[src/rtl/vram_pkg.sv]
// Shared VRAM constants and the sync engine state encoding.
package vram_pkg;
    localparam int VRAM_ADDR_W = 12;
    localparam int VRAM_DATA_W = 32;
    localparam int VRAM_RD_LAT = 2;

    typedef enum logic [1:0] {
        IDLE  = 2'd0,
        COPY  = 2'd1,
        DRAIN = 2'd2
    } sync_state_t;
endpackage

[src/rtl/vram_sync_pipe.sv]
// Delay line that carries {valid, addr} of each source read until its data returns.
module vram_sync_pipe #(
    parameter int ADDR_W = 12,
    parameter int RD_LAT = 2
) (
    input  logic              clk,
    input  logic              rst_n,
    input  logic              vld_in,
    input  logic [ADDR_W-1:0] addr_in,
    output logic              vld_out,
    output logic [ADDR_W-1:0] addr_out,
    output logic              pipe_fill
);
    logic [RD_LAT-1:0] vld_p;
    logic [ADDR_W-1:0] addr_p [RD_LAT];

    always_ff @(posedge clk or negedge rst_n) begin
        if (!rst_n) begin
            vld_p <= '0;
            for (int i = 0; i < RD_LAT; i++) addr_p[i] <= '0;
        end else begin
            vld_p[0]  <= vld_in;
            addr_p[0] <= addr_in;
            for (int i = 1; i < RD_LAT; i++) begin
                vld_p[i]  <= vld_p[i-1];
                addr_p[i] <= addr_p[i-1];
            end
        end
    end

    // True while a read is still in flight behind the output stage.
    always_comb begin
        pipe_fill = 1'b0;
        for (int i = 0; i < RD_LAT - 1; i++) pipe_fill = pipe_fill | vld_p[i];
    end

    assign vld_out  = vld_p[RD_LAT-1];
    assign addr_out = addr_p[RD_LAT-1];
endmodule

[src/rtl/vram_sync.sv]
// Copies the CPU-facing VRAM into the PPU-facing VRAM as one linear burst at vblank start.
module vram_sync
    import vram_pkg::*;
#(
    parameter int ADDR_W = VRAM_ADDR_W,
    parameter int DATA_W = VRAM_DATA_W,
    parameter int RD_LAT = VRAM_RD_LAT
) (
    input  logic              clk,
    input  logic              rst_n,
    input  logic              i_sync_req,
    input  logic              i_vblank_start,
    output logic              o_sync_busy,
    output logic              o_sync_pending,
    output logic              o_sync_done,
    output logic              o_src_rden,
    output logic [ADDR_W-1:0] o_src_addr,
    input  logic [DATA_W-1:0] i_src_rddata,
    output logic              o_dst_wren,
    output logic [ADDR_W-1:0] o_dst_addr,
    output logic [DATA_W-1:0] o_dst_wrdata
);
    localparam logic [ADDR_W-1:0] LAST_ADDR = '1;

    sync_state_t       state, state_nxt;
    logic              pending_q;
    logic              done_q, done_nxt;
    logic [ADDR_W-1:0] cnt_q;
    logic              pipe_fill;
    logic              start;

    assign start = (state == IDLE) && i_vblank_start && (pending_q || i_sync_req);

    always_comb begin
        state_nxt = state;
        done_nxt  = 1'b0;
        case (state)
            IDLE:  if (start) state_nxt = COPY;
            COPY:  if (cnt_q == LAST_ADDR) state_nxt = DRAIN;
            DRAIN: begin
                // Exit as the final write leaves the delay line.
                if (!pipe_fill) begin
                    state_nxt = IDLE;
                    done_nxt  = 1'b1;
                end
            end
            default: state_nxt = IDLE;
        endcase
    end

    always_ff @(posedge clk or negedge rst_n) begin
        if (!rst_n) begin
            state     <= IDLE;
            pending_q <= 1'b0;
            done_q    <= 1'b0;
            cnt_q     <= '0;
        end else begin
            state  <= state_nxt;
            done_q <= done_nxt;
            if (start)
                pending_q <= 1'b0;
            else if (i_sync_req)
                pending_q <= 1'b1;
            if (start)
                cnt_q <= '0;
            else if (state == COPY && cnt_q != LAST_ADDR)
                cnt_q <= cnt_q + 1'b1;
        end
    end

    assign o_src_rden     = (state == COPY);
    assign o_src_addr     = cnt_q;
    assign o_sync_busy    = (state != IDLE);
    assign o_sync_pending = pending_q;
    assign o_sync_done    = done_q;

    vram_sync_pipe #(
        .ADDR_W (ADDR_W),
        .RD_LAT (RD_LAT)
    ) u_pipe (
        .clk       (clk),
        .rst_n     (rst_n),
        .vld_in    (o_src_rden),
        .addr_in   (o_src_addr),
        .vld_out   (o_dst_wren),
        .addr_out  (o_dst_addr),
        .pipe_fill (pipe_fill)
    );

    assign o_dst_wrdata = o_dst_wren ? i_src_rddata : '0;
endmodule

[config.mk]
export PLATFORM = sky130hd
export DESIGN_NAME = vram_sync
export DESIGN_NICKNAME = d
export VERILOG_FILES = /design/src/rtl/vram_pkg.sv /design/src/rtl/vram_sync_pipe.sv /design/src/rtl/vram_sync.sv
export SDC_FILE = /design/constraint.sdc
export NUM_CORES = 1
export LEC_CHECK = 0
export CAP_MARGIN = 10
export CORE_ASPECT_RATIO = 0.5
export CORE_UTILIZATION = 34
export DETAILED_ROUTE_END_ITERATION = 10
export PLACE_DENSITY = 0.72
export SETUP_SLACK_MARGIN = 0.1
export SYNTH_ARGS = -nofsm -noshare
export SYNTH_HDL_FRONTEND = slang
export SYNTH_SLANG_ARGS = --single-unit
[constraint.sdc]
create_clock -name clk -period 2.5 [get_ports clk]
set_input_delay 0.5 -clock clk [delete_from_list [all_inputs] [get_ports clk]]
set_output_delay 0.5 -clock clk [all_outputs]
set_load 0.1 [all_outputs]
## Word-level counts from Yosys, hierarchy flattened

Index checks and enable logic that the tools add are counted.

| cells by class | value |
|---|---|
| add/sub/neg operators | 1 |
| equal/unequal tests | 7 |
| mux-type cells | 11 |
| reductions and logical operators | 9 |

Operators with widths:

| operator | count |
|---|---|
| 2-to-1 mux 32 bit | 1 |
| 2-to-1 mux 12 bit | 2 |
| adder 12 x 1 -> 12 bit (second input constant) | 1 |
| == test 12 bit (second input constant) | 1 |
| != test 12 bit (second input constant) | 1 |
| 2-to-1 mux 2 bit | 3 |
| != test 2 bit (second input constant) | 3 |
| one-hot mux 2 bit (3 select lines) | 1 |
| nonzero test 2 bit | 3 |
| 2-to-1 mux 1 bit | 4 |
| logical AND 1 bit | 3 |
| AND reduction 3 bit | 1 |
| == test 2 x 1 -> 1 bit (second input constant) | 1 |
| == test 2 bit (second input constant) | 1 |
| logical NOT 2 bit | 1 |
| logical OR 1 bit | 1 |

| word-level totals | value |
|---|---|
| flip-flop bits (word level) | 42 |
| input port bits | 36 |
| output and inout port bits | 61 |
| logic and storage cells | 35 |

## Depth between registers and ports, before layout

| logic depth | value |
|---|---|
| depth after elaboration | 5 |
| mapped depth | 6 |
| mapped depth without buffers | 5 |

## Cells and area by module

From an unflattened synthesis, not the netlist that was laid out.

| second synthesis, totals | value |
|---|---|
| cells, all modules | 159 |
| area, all modules | 1,789.2 µm² |

Modules (own cells, without submodules):

| module | times used | cells each | area an instance (µm²) | seq. area each (µm²) |
|---|---|---|---|---|
| vram_sync | 1 | 121 | 1,048.5 | 400.4 |
| vram_sync_pipe | 1 | 38 | 740.7 | 650.6 |

## Worst setup path before layout

No wires, ideal clock.

| timing path | value |
|---|---|
| path type | register -> output |
| start point | reg u_pipe.vld_p[1] |
| end point | out o_dst_wrdata[10] |
| arrival time | 1,984 ps |
| data required time | 2,000 ps |
| path slack | 16 ps |
| cell stages (with the launch flop) | 3 |
| path buffers | 1 |
| cell sequence | dfrtp_1 clkbuf_1 and2_1 |

| on the way | value |
|---|---|
| longest elaborated chain between the ends | 1 |

RTL lines:

| element | RTL line | source |
|---|---|---|
| start: declaration | vram_sync_pipe.sv:14 | `logic [RD_LAT-1:0] vld_p;` |
| start signal: indexed assignment | vram_sync_pipe.sv:25 | `vld_p[i] <= vld_p[i-1];` |
| 2-to-1 mux 32 bit | vram_sync.sv:90 | `assign o_dst_wrdata = o_dst_wren ? i_src_rddata : '0;` |
| end: declaration | vram_sync.sv:21 | `output logic [DATA_W-1:0] o_dst_wrdata` |

Every way passes these cells.

## Worst setup path after layout

| timing path | value |
|---|---|
| start point | reg cnt_q[0], in the netlist o_src_addr[0] |
| end point | reg cnt_q[6], in the netlist o_src_addr[6] |

| on the way | value |
|---|---|
| longest elaborated chain between the ends | 3 |
| elaborated cells on any way between the ends | 6 |
| classes of those cells | add/sub (1); eq/ne (1); mux (2); reduce/logical (2) |

RTL lines:

| element | RTL line | source |
|---|---|---|
| start: declaration | vram_sync.sv:28 | `logic [ADDR_W-1:0] cnt_q;` |
| start signal: assignment | vram_sync.sv:67 | `cnt_q <= cnt_q + 1'b1;` |
| adder 12 x 1 -> 12 bit / != test 12 bit (equally long branches) | vram_sync.sv:67, vram_sync.sv:66 |  |
| 2-to-1 mux 12 bit / logical AND 1 bit (equally long branches) | vram_sync.sv:66 | `else if (state == COPY && cnt_q != LAST_ADDR)` |
| 2-to-1 mux 12 bit / nonzero test 2 bit (equally long branches) | -- |  |

Several ways; a longest one is shown, not always the timed one. The select of a mux whose other input is x is not followed.
A chain may end at the register's enable or synchronous reset.

==> run_results.csv <==
group,metric,value,unit
clocking,cts_tree,"yes",
yosys,synthesis.nets,191,
worst_setup_path,r2r_start,"o_src_addr[0]$_DFFE_PN0P_",
worst_setup_path,worst-setup-path-type,"flop to flop",
clocking,htree_levels,2,
global_route,grt_util_all_layers,17.53,%
floorplan,initial_core_util,35.72,%
worst_setup_path,r2r-end,"o_src_addr[6]$_DFFE_PN0P_",
final_layout,fin_nets,280,
worst_setup_path,rr_worst_depth,6,
worst_setup_path,max_stage_delay,0.62,ns
final_layout,layout_common_cells,"42 x dfrtp_1, 34 x clkdlybuf4s50_1, 33 x buf_12, 30 x and2_2, 30 x buf_4",
global_route,antenna_found_initial,0,
clocking,cts_root_buf,"clkbuf_8",
sta,finalCriticalPeriod,2.015,ns
yosys,syn_area,1778,µm²
floorplan,die-area,5540,µm²
placement,dp.final_hpwl,3.534,mm
routing,wl_per_cell,14.97,µm
yosys,syn_inst,154,
sta,finalSetupViolations,0,
final_layout,fin_cells,313,
floorplan,io_pins,97,
floorplan,core,4977,µm²
clocking,insertion_delay,0.29,ns
yosys,yosysSeqAreaShare,59.11,%
routing,drc,0,
placement,placed_area,3022,µm²
sta,fin_crit_sh,80.60,%
yosys,yosys_most_used_dff,"dfrtp_1",
routing,ant_nets,0,
global_route,grt_pass1_wl,7.210,mm
worst_setup_path,worstSetupEndpointType,"flop",
yosys,yosys_warnings,0,
routing,dr.pass1.iters,4,
job,drv_cap,0,
worst_setup_path,worstPathRequired,2.67,ns
placement,port_buffers,96,
clocking,post_cts_resized,0,
clocking,postCtsSetupRepairBufs,0,
sta,max_slew_margin,40.35,%
final_layout,syn_to_final_growth,74.24,%
final_layout,drive_above_1_share,45.27,%
global_route,grt_start_max_net_pins,43,
clocking,clkSinkCount,42,
floorplan,rows,18,
worst_setup_path,rrSetupSlack,0.49,ns
sta,worstMarginPinSlew,0.8947,ns
sta,fin_skew,0.004774,ns
yosys,postSynthAreaPerCell,11.55,µm²
final_layout,final_common_cell,"dfrtp_1",
routing,viasPerCell,4.546,
clocking,cts.reportedPaths.clkPinSlew,0.07,ns
sta,hold_viol,0,
global_route,grt_pass1_vias,1320,
floorplan,die_y,53.14,µm
worst_setup_path,crit_chain,"ha_1, nand3_1, o41ai_2, buf_4, or3_1, a21oi_1",
clocking,cts_max_path_buffers,2,
global_route,grt-ovfl-total,0,
placement,gp_congestion,0.7847,
yosys,synthArstFlopShare,100.0,%
clocking,cts_hold_buf,0,
final_layout,fin_area,3098,µm²
yosys,ys_ff_latch,42,
yosys,netlist_top_cells_area,"dfrtp_1 59%, and2_1 11%, buf_4 5.1%",
final_layout,antenna_cells,0,
routing,vias,1423,
clocking,numCtsBuffers,5,
sta,rsz0062_at_grt,"no",
status,status,"finished, final reports clean",
routing,drtIter0Drc,80,
sta,setup_tns,0,ns
worst_setup_path,start_kind,"flop",
yosys,synth_top_area_share,59.11,%
worst_hold_path,hp-class,"primary input to async pin",
yosys,yosysTopAreaCell,"dfrtp_1",
sta,slew_violations,0,
floorplan,die-width,104.3,µm
worst_setup_path,crit_path_top_delay_cell,"o41ai_2",
sta,clock.fmax,0.4963,GHz
worst_setup_path,crit_fanout,7,
routing,routed_wl,4.685,mm
worst_setup_path,critPathArrivalTime,2.18,ns
placement,dpl.cell_count,306,
yosys,synth_edf_count,0,
yosys,synth_cell_types,35,
==> stage by stage <==
| stage | worst slack, ns | utilization [%] | hold slack [ns] |
|---|---|---|---|
| after floorplan | 0.1332 | - | 0.2044 |
| after global placement | 0.4296 | 60.71 | 0.3348 |
| after detailed placement | 0.4028 | 60.71 | 0.3364 |
| after CTS | 0.5130 | 62.24 | 0.3523 |
| after global routing | 0.3545 | 62.24 | 0.3575 |
| final | 0.4851 | 62.24 | 0.3384 |
==> Yosys cell counts (all sizes together) (4+ instances only) <==
master,instances
a21oi,4
and2,32
buf,13
dfrtp,42
inv,4
mux2i,4
nand2,10
nand3,8
o21ai,7
==> how the worst max path moves through the flow <==
| stage | startpoint | end | slack [ns] | cells past startpoint |
|---|---|---|---|---|
| after floorplan | o_src_addr[0]$_DFFE_PN0P_ | o_src_addr[5]$_DFFE_PN0P_ | 0.13 | 5 |
| after global placement | i_vblank_start | o_src_addr[0]$_DFFE_PN0P_ | 0.43 | 5 |
| after detailed placement | i_vblank_start | o_src_addr[0]$_DFFE_PN0P_ | 0.40 | 5 |
| after CTS | o_src_addr[0]$_DFFE_PN0P_ | o_src_addr[6]$_DFFE_PN0P_ | 0.51 | 6 |
| after global routing | o_src_addr[0]$_DFFE_PN0P_ | o_src_addr[6]$_DFFE_PN0P_ | 0.35 | 6 |
| final | o_src_addr[0]$_DFFE_PN0P_ | o_src_addr[6]$_DFFE_PN0P_ | 0.49 | 6 |
==> routing by layer <==
layer,routed length [µm],GRT usage [%],up-vias,part of all wire (%)
li1,-,-,683,-
met1,2192,23.78,679,47
met2,2153,26.82,54,46
met3,276,5.049,7,5.9
met4,63,6.429,0,1.3
met5,0,0,-,0
==> area by class of cell <==
class | instances | area (µm²)
clock buffer | 7 | 76.32
fill | 397 | 1879
inverter | 4 | 15.01
multi-input combinational | 92 | 636.9
sequential | 42 | 1051
tap | 70 | 87.58
timing repair buffer | 98 | 1231
==> logic make-up (layout without fill, tap and decap cells) <==
group / count (synthesis) / count (layout) / share of synthesized area, %
buf+inv: 20 / 109 / 7.178
mux: 4 / 4 / 2.252
fa+ha+maj: 1 / 1 / 0.7036
simple gates: 70 / 70 / 24.07
flops: 42 / 42 / 59.11
compound gates: 16 / 16 / 6.193
xor+xnor: 1 / 1 / 0.4927
==> critical path, delay by kind of cell (launching register included) <==
family / cells / cell delay [ns]
flip-flops: 1 / 0.43
adder cells (fa/ha/maj): 1 / 0.26
buffers and inverters: 1 / 0.25
AO/OA/AOI/OAI: 2 / 0.68
AND/OR/NAND/NOR: 2 / 0.27
==> sequential cells by signal, indices dropped and copies added (netlist names) <==
| signal | flops |
|---|---|
| u_pipe.vld_p | 2 |
| u_pipe.addr_p | 12 |
| o_sync_done | 1 |
| u_pipe.addr_out | 12 |
| o_src_addr | 12 |
| state | 2 |
| o_sync_pending | 1 |
Power is left out: the tool's default activity adds up to more than one toggle a clock period on the data nets, which glitch-free logic cannot reach.
